`src/rtl/xup_or_pkg.sv`:
```
// Shared helpers for the pipelined OR reduction tree (xup_or_tree_pipe).
// Computes the tree depth and the lane count feeding each level, so the top
// and its per-level stages agree on every segment width.
package xup_or_pkg;

   // Widest OR node a single tree level may use.
   localparam int MAX_FANIN = 8;

   // Number of registered levels: ceil(log_f(n)), never less than one.
   function automatic int clog_fanin(input int n, input int f);
      int levels;
      int reach;
      levels = 0;
      reach  = 1;
      if (f >= 2) begin
         while (reach < n) begin
            reach  = reach * f;
            levels = levels + 1;
         end
      end
      if (levels == 0) begin
         levels = 1;
      end
      return levels;
   endfunction

   // Lanes entering level k: level 0 sees n lanes, each later level sees
   // ceil(previous / f) lanes.
   function automatic int lanes_at_level(input int n, input int f, input int k);
      int lanes;
      lanes = n;
      for (int i = 0; i < k; i++) begin
         lanes = (lanes + f - 1) / f;
      end
      return lanes;
   endfunction

   // Lane position of level k's input segment inside the flat link bus that
   // carries every level's input side by side.
   function automatic int lane_offset(input int n, input int f, input int k);
      int offset;
      offset = 0;
      for (int i = 0; i < k; i++) begin
         offset = offset + lanes_at_level(n, f, i);
      end
      return offset;
   endfunction

endpackage

```
`src/rtl/xup_or_stage.sv`:
```
// One registered level of the OR tree: groups of FANIN input lanes are ORed
// into one output lane and captured with a valid bit under ready/valid flow
// control. DELAY is a simulation-only gate-delay figure and has no effect here.
module xup_or_stage
   import xup_or_pkg::*;
#(
   parameter int LANES_IN  = 8,
   parameter int FANIN     = 4,
   parameter int WIDTH     = 1,
   parameter int DELAY     = 3,
   localparam int LANES_OUT = (LANES_IN + FANIN - 1) / FANIN
) (
   input  logic                       clk,
   input  logic                       reset,
   input  logic                       up_valid,
   input  logic [LANES_IN*WIDTH-1:0]  up_data,
   output logic                       up_ready,
   output logic                       dn_valid,
   output logic [LANES_OUT*WIDTH-1:0] dn_data,
   input  logic                       dn_ready
);

   if (FANIN < 2 || FANIN > MAX_FANIN || LANES_IN < 1 || DELAY < 0) begin : g_bad_params
      $error("xup_or_stage: parameter out of range");
   end

   // The last node of the level may be short of inputs; the zero extension
   // supplies the missing lanes, which are neutral for OR.
   localparam int PAD_W = LANES_OUT * FANIN * WIDTH;

   logic [PAD_W-1:0]           padded;
   logic [LANES_OUT*WIDTH-1:0] or_data;
   logic                       v;
   logic [LANES_OUT*WIDTH-1:0] d;
   logic                       load;

   assign padded = PAD_W'(up_data);

   // OR each group of FANIN lanes into one output lane.
   always_comb begin
      // NOTE: default assignment first so no path leaves or_data unassigned (no latch).
      or_data = '0;
      for (int j = 0; j < LANES_OUT; j++) begin
         for (int i = 0; i < FANIN; i++) begin
            or_data[j*WIDTH +: WIDTH] = or_data[j*WIDTH +: WIDTH]
                                      | padded[(j*FANIN + i)*WIDTH +: WIDTH];
         end
      end
   end

   // Room exists when the level is empty or its word leaves this cycle,
   // which lets a full level that is drained reload in the same cycle.
   assign up_ready = !v | dn_ready;
   assign load     = up_valid & up_ready;

   // Level register: capture on load, empty when drained with nothing to load.
   always_ff @(posedge clk) begin
      if (reset) begin
         // NOTE: the data register is reset too, because its value is visible
         // on out_data right after reset and must read as zero.
         v <= 1'b0;
         d <= '0;
      end else if (load) begin
         // NOTE: non-blocking assignments so every level samples the values
         // from before this edge, exactly like chained flip-flops.
         v <= 1'b1;
         d <= or_data;
      end else if (dn_ready) begin
         v <= 1'b0;
      end
   end

   assign dn_valid = v;
   assign dn_data  = d;

endmodule

```
`src/rtl/xup_or_tree_pipe.sv`:
```
// Pipelined N_INPUTS-lane, WIDTH-bit bitwise OR reduction with ready/valid
// flow control, built from LEVELS chained xup_or_stage instances.
// Optional feature macro XUP_OR_STICKY_EN: adds port acc_clr and an
// accumulator so out_data is the OR of all words since the last clear.
module xup_or_tree_pipe
   import xup_or_pkg::*;
#(
   parameter int N_INPUTS    = 8,
   parameter int WIDTH       = 1,
   parameter int STAGE_FANIN = 4,
   parameter int DELAY       = 3
) (
   input  logic                      clk,
   input  logic                      reset,
   input  logic [N_INPUTS*WIDTH-1:0] in_data,
   input  logic                      in_valid,
   output logic                      in_ready,
   output logic [WIDTH-1:0]          out_data,
   output logic                      out_valid,
   input  logic                      out_ready
`ifdef XUP_OR_STICKY_EN
   ,
   input  logic                      acc_clr
`endif
);

   if (N_INPUTS < 1 || WIDTH < 1) begin : g_bad_params
      $error("xup_or_tree_pipe: parameter out of range");
   end

   localparam int LEVELS  = clog_fanin(N_INPUTS, STAGE_FANIN);
   localparam int LINK_W  = lane_offset(N_INPUTS, STAGE_FANIN, LEVELS + 1) * WIDTH;
   localparam int OUT_LSB = lane_offset(N_INPUTS, STAGE_FANIN, LEVELS) * WIDTH;

   // vld[k]/rdy[k] form the handshake into level k; index LEVELS is the
   // output port handshake.
   logic [LEVELS:0] vld;
   logic [LEVELS:0] rdy;
   // Segment k of link is the data entering level k; the final segment is
   // the single-lane result of the last level.
   logic [LINK_W-1:0] link;

   assign vld[0]                 = in_valid;
   assign link[0 +: N_INPUTS*WIDTH] = in_data;
   assign rdy[LEVELS]            = out_ready;
   assign in_ready               = !reset & rdy[0];
   assign out_valid              = vld[LEVELS];

   for (genvar k = 0; k < LEVELS; k++) begin : g_level
      localparam int LANES_IN  = lanes_at_level(N_INPUTS, STAGE_FANIN, k);
      localparam int LANES_OUT = lanes_at_level(N_INPUTS, STAGE_FANIN, k + 1);
      localparam int IN_LSB    = lane_offset(N_INPUTS, STAGE_FANIN, k) * WIDTH;
      localparam int DN_LSB    = lane_offset(N_INPUTS, STAGE_FANIN, k + 1) * WIDTH;

      xup_or_stage #(
         .LANES_IN (LANES_IN),
         .FANIN    (STAGE_FANIN),
         .WIDTH    (WIDTH),
         .DELAY    (DELAY)
      ) u_stage (
         .clk      (clk),
         .reset    (reset),
         .up_valid (vld[k]),
         .up_data  (link[IN_LSB +: LANES_IN*WIDTH]),
         .up_ready (rdy[k]),
         .dn_valid (vld[k+1]),
         .dn_data  (link[DN_LSB +: LANES_OUT*WIDTH]),
         .dn_ready (rdy[k+1])
      );
   end

`ifdef XUP_OR_STICKY_EN
   localparam int LAST_LANES = lanes_at_level(N_INPUTS, STAGE_FANIN, LEVELS - 1);
   localparam int LAST_LSB   = lane_offset(N_INPUTS, STAGE_FANIN, LEVELS - 1) * WIDTH;

   logic [WIDTH-1:0] new_word;
   logic [WIDTH-1:0] acc;
   logic             out_load;

   // The word the output level captures this cycle: OR of its input lanes.
   always_comb begin
      new_word = '0;
      for (int i = 0; i < LAST_LANES; i++) begin
         new_word = new_word | link[LAST_LSB + i*WIDTH +: WIDTH];
      end
   end

   assign out_load = vld[LEVELS-1] & rdy[LEVELS-1];

   // Accumulator: fold each word into acc as it reaches the output level;
   // acc_clr drops history (the new word survives when both coincide).
   always_ff @(posedge clk) begin
      if (reset) begin
         acc <= '0;
      end else if (out_load) begin
         acc <= (acc_clr ? '0 : acc) | new_word;
      end else if (acc_clr) begin
         acc <= '0;
      end
   end

   assign out_data = acc;
`else
   assign out_data = link[OUT_LSB +: WIDTH];
`endif

endmodule

```
`config.mk`:
```
export PLATFORM = sky130hd
export DESIGN_NAME = xup_or_tree_pipe
export DESIGN_NICKNAME = d
export VERILOG_FILES = /design/src/rtl/xup_or_pkg.sv /design/src/rtl/xup_or_stage.sv /design/src/rtl/xup_or_tree_pipe.sv
export SDC_FILE = /design/constraint.sdc
export NUM_CORES = 1
export LEC_CHECK = 0
export BUFFER_PORTS_ARGS = -buffer_cell sky130_fd_sc_hd__buf_2
export CORE_AREA = 4 4 41 43
export DETAILED_ROUTE_END_ITERATION = 10
export DIE_AREA = 0 0 45 47
export PLACE_DENSITY = 0.47
export SYNTH_ARGS = -nofsm -noshare
export SYNTH_HDL_FRONTEND = slang
export SYNTH_SLANG_ARGS = --single-unit
```
`constraint.sdc`:
```
create_clock -name clk -period 2.08 [get_ports clk]
set_clock_uncertainty 0.1 [all_clocks]
set_input_delay 0.624 -clock clk [delete_from_list [all_inputs] [get_ports clk]]
set_output_delay 0.624 -clock clk [all_outputs]
set_load 0.02 [all_outputs]
```
==> flow_summary.yaml <==
route:
  detailedRoute.firstPassIterationCount: 4
  drt_iter0_markers: 3
  via_per_inst: 4.09
  dr_total_vias: 233
  drt_wl_total_um: 534
  detail-route-antenna-nets: 0
  routed_wire_length_per_instance_um: 9.37
  drc_errors: 0
global_routing:
  global_route.usage.total_pct: 6.42
  grt_start_max_net_pins: 7
  number_of_antenna_violations_at_the_first_check_in_global_routing: 0
  grt_pass1_vias: 236
  grt_overflow_total: 0
  grt_pass1_wl_um: 917
cts:
  cts.reportedPaths.clkPinSlew_ns: 0.04
  tritoncts_num_sinks: 5
  cts.repair.resized: 0
  tritoncts.num_buffers: 3
  cts-root-buf: "clkbuf_4"
  cts_hold_repair.buffers: 0
  tritoncts: "built"
  cts_setup_buffers: 0
  clockBufferDepth: 2
  cts_htree_levels: 1
  worst_skew_pair.late_latency_ns: 0.24
synth:
  synth.top_cells.by_count: "5 x dfxtp_1, 4 x a21oi_1, 4 x nor2_1"
  yosysMostFrequentCell: "dfxtp_1"
  syn-instance-count: 24
  ys_types: 10
  synthesized_flop_and_latch_total: 5
  yosysWarningCount: 0
  seq_area_frac_synth_pct: 42.6
  synth_fp_nets: 36
  synth_flop_cell: "dfxtp_1"
  synthDominantAreaCellType: "dfxtp_1"
  synthArstFlopShare_pct: 0
  synth.area.top_cells: "dfxtp_1 43%, nor4_4 18%, a21oi_1 8.5%"
  synth.cell_area_um2: 235
  synth_edf_count: 0
  netlist.area_leader.share_pct: 42.6
  synthesis.area_per_instance_um2: 9.80
timing:
  max_freq_ghz: 0.510
  timing.setup.tns_ns: 0
  timing.final.hold_violations: 0
  min_period_ns: 1.96
  worstMarginPinSlew_ns: 0.192
  grt_setup_unrepaired: "no"
  setup_violations: 0
  final_min_period_over_clock_period_pct: 94.3
  finalHoldWorstSlack_ns: 0.381
  slew_hr_pct: 87.1
  final_max_slew_viol_count: 0
final_layout:
  finish.net_count: 55
  fin_cells: 57
  layout.core_utilization_pct: 26.9
  ant_diodes: 0
  area_growth_pct: 48.9
  num-fill-cells: 154
  final_layout_size_suffix_gt1_share_pct: 47.6
placed_design:
  hpwl_um: 450
  port_buffers: 14
  gp_congestion: 0.602
  placed_cells: 53
pwr:
  p_leak_nw: 0.154
  power.density_nw_per_um2: 740
  vdd_ir_drop_max_uv: 244
  post-layout-total-power_mw: 0.259
floorplan:
  rows: 13
  floorplan.die.height_um: 47
  top_level_ports: 15
  initial_utilization_pct: 18.1
  coreArea_um2: 1300
  die_area_um2: 2120
  floorplan.die.width_um: 45
flow_run:
  drv_cap: 0
worst_setup_path:
  critical_path.endpoint_type: "primary output"
  criticalPathCategory: "in2out"
  crit_path_top_delay_cell: "and3b_4"
  slowest_delay_ns: 0.32
  worst_path_most_repeated_cell: "buf_2"
  worst-endpoint-required_ns: 1.36
  r2r_cells: 3
  setup.worst_path.start_class: "input port"
  crit_arrival_ns: 1.24
  cell_by_cell_listing_of_the_critical_path: "buf_2 > and3b_4 > nor2_1 > buf_2"
  timing.critical_path.fanout_max: 6
hold_path:
  worst_hold_path_type: "reg2reg"
  worstHoldPathCells: 2
outcome:
  result_of_the_run: "complete, no violations"
-- metrics by stage --
stage	worst slack [ns]	cell area, um^2
final	0.118	350
after CTS	0.111	350
after floorplan	0.253	235
after global placement	0.119	324
after global routing	0.0762	350
after detailed placement	0.113	324
-- cells by family (layout without fill, tap and decap cells) --
kind of cell | Yosys count | in the layout | share of synthesized area [%]
AOI/OAI and AO/OA | 7 | 7 | 16.5
buffers and inverters | 2 | 20 | 3.19
DFF | 5 | 5 | 42.6
and+or+nand+nor | 10 | 10 | 37.8
-- power by group --
part	switching (mW)	leakage [nW]	internal, mW	total, mW
logic	0.0207	0.0974	0.0182	0.0389
registers	0.00368	0.0415	0.103	0.106
clock network	0.0413	0.0150	0.0726	0.114
-- final timing paths --
kind	startpoint	slack, ns	to
hold / removal	g_level[0].u_stage.dn_data[1]	0.38	g_level[0].u_stage.dn_data[1]
setup / recovery	out_ready	0.12	in_ready
hold reg to reg	g_level[0].u_stage.dn_data[1]	0.38	g_level[0].u_stage.dn_data[1]
setup reg to reg	g_level[0].u_stage.dn_valid	0.90	g_level[0].u_stage.dn_data[0]
-- layer usage --
metal	track usage [%]	share of wire, %
met5	0	0
met2	9.04	38
met4	3.51	1.7
met1	6.65	43
met3	5.36	17
-- state kept, by name (all words and copies together) (netlist names) --
register	flops
g_level.u_stage.dn_valid	2
g_level.u_stage.dn_data	3
-- cell type report --
| class | instances | area, um^2 | share of cell area, % |
|---|---|---|---|
| inverter | 2 | 7.51 | 2.14 |
| tap | 15 | 18.8 | 5.36 |
| timing repair buffer | 14 | 70.1 | 20.0 |
| clock buffer | 4 | 26.3 | 7.50 |
| sequential | 5 | 100 | 28.6 |
| multi-input combinational | 17 | 128 | 36.4 |
-- cells in the final DEF (no fill, tap or decap) --
master / n
or3_1: 2
o21ai_0: 2
nor4_4: 2
buf_2: 14
a21oi_1: 4
inv_1: 2
nand2b_1: 1
a311oi_1: 1
clkbuf_1: 1
dfxtp_1: 5
clkbuf_4: 3
and3b_4: 1
nor2_1: 4
-- critical path: cells and delay by family --
| kind | cells | cell delay (ns) |
|---|---|---|
| buffers and inverters | 2 | 0.25 |
| and+or+nand+nor | 2 | 0.36 |
Power figures use the tool's default switching activity.
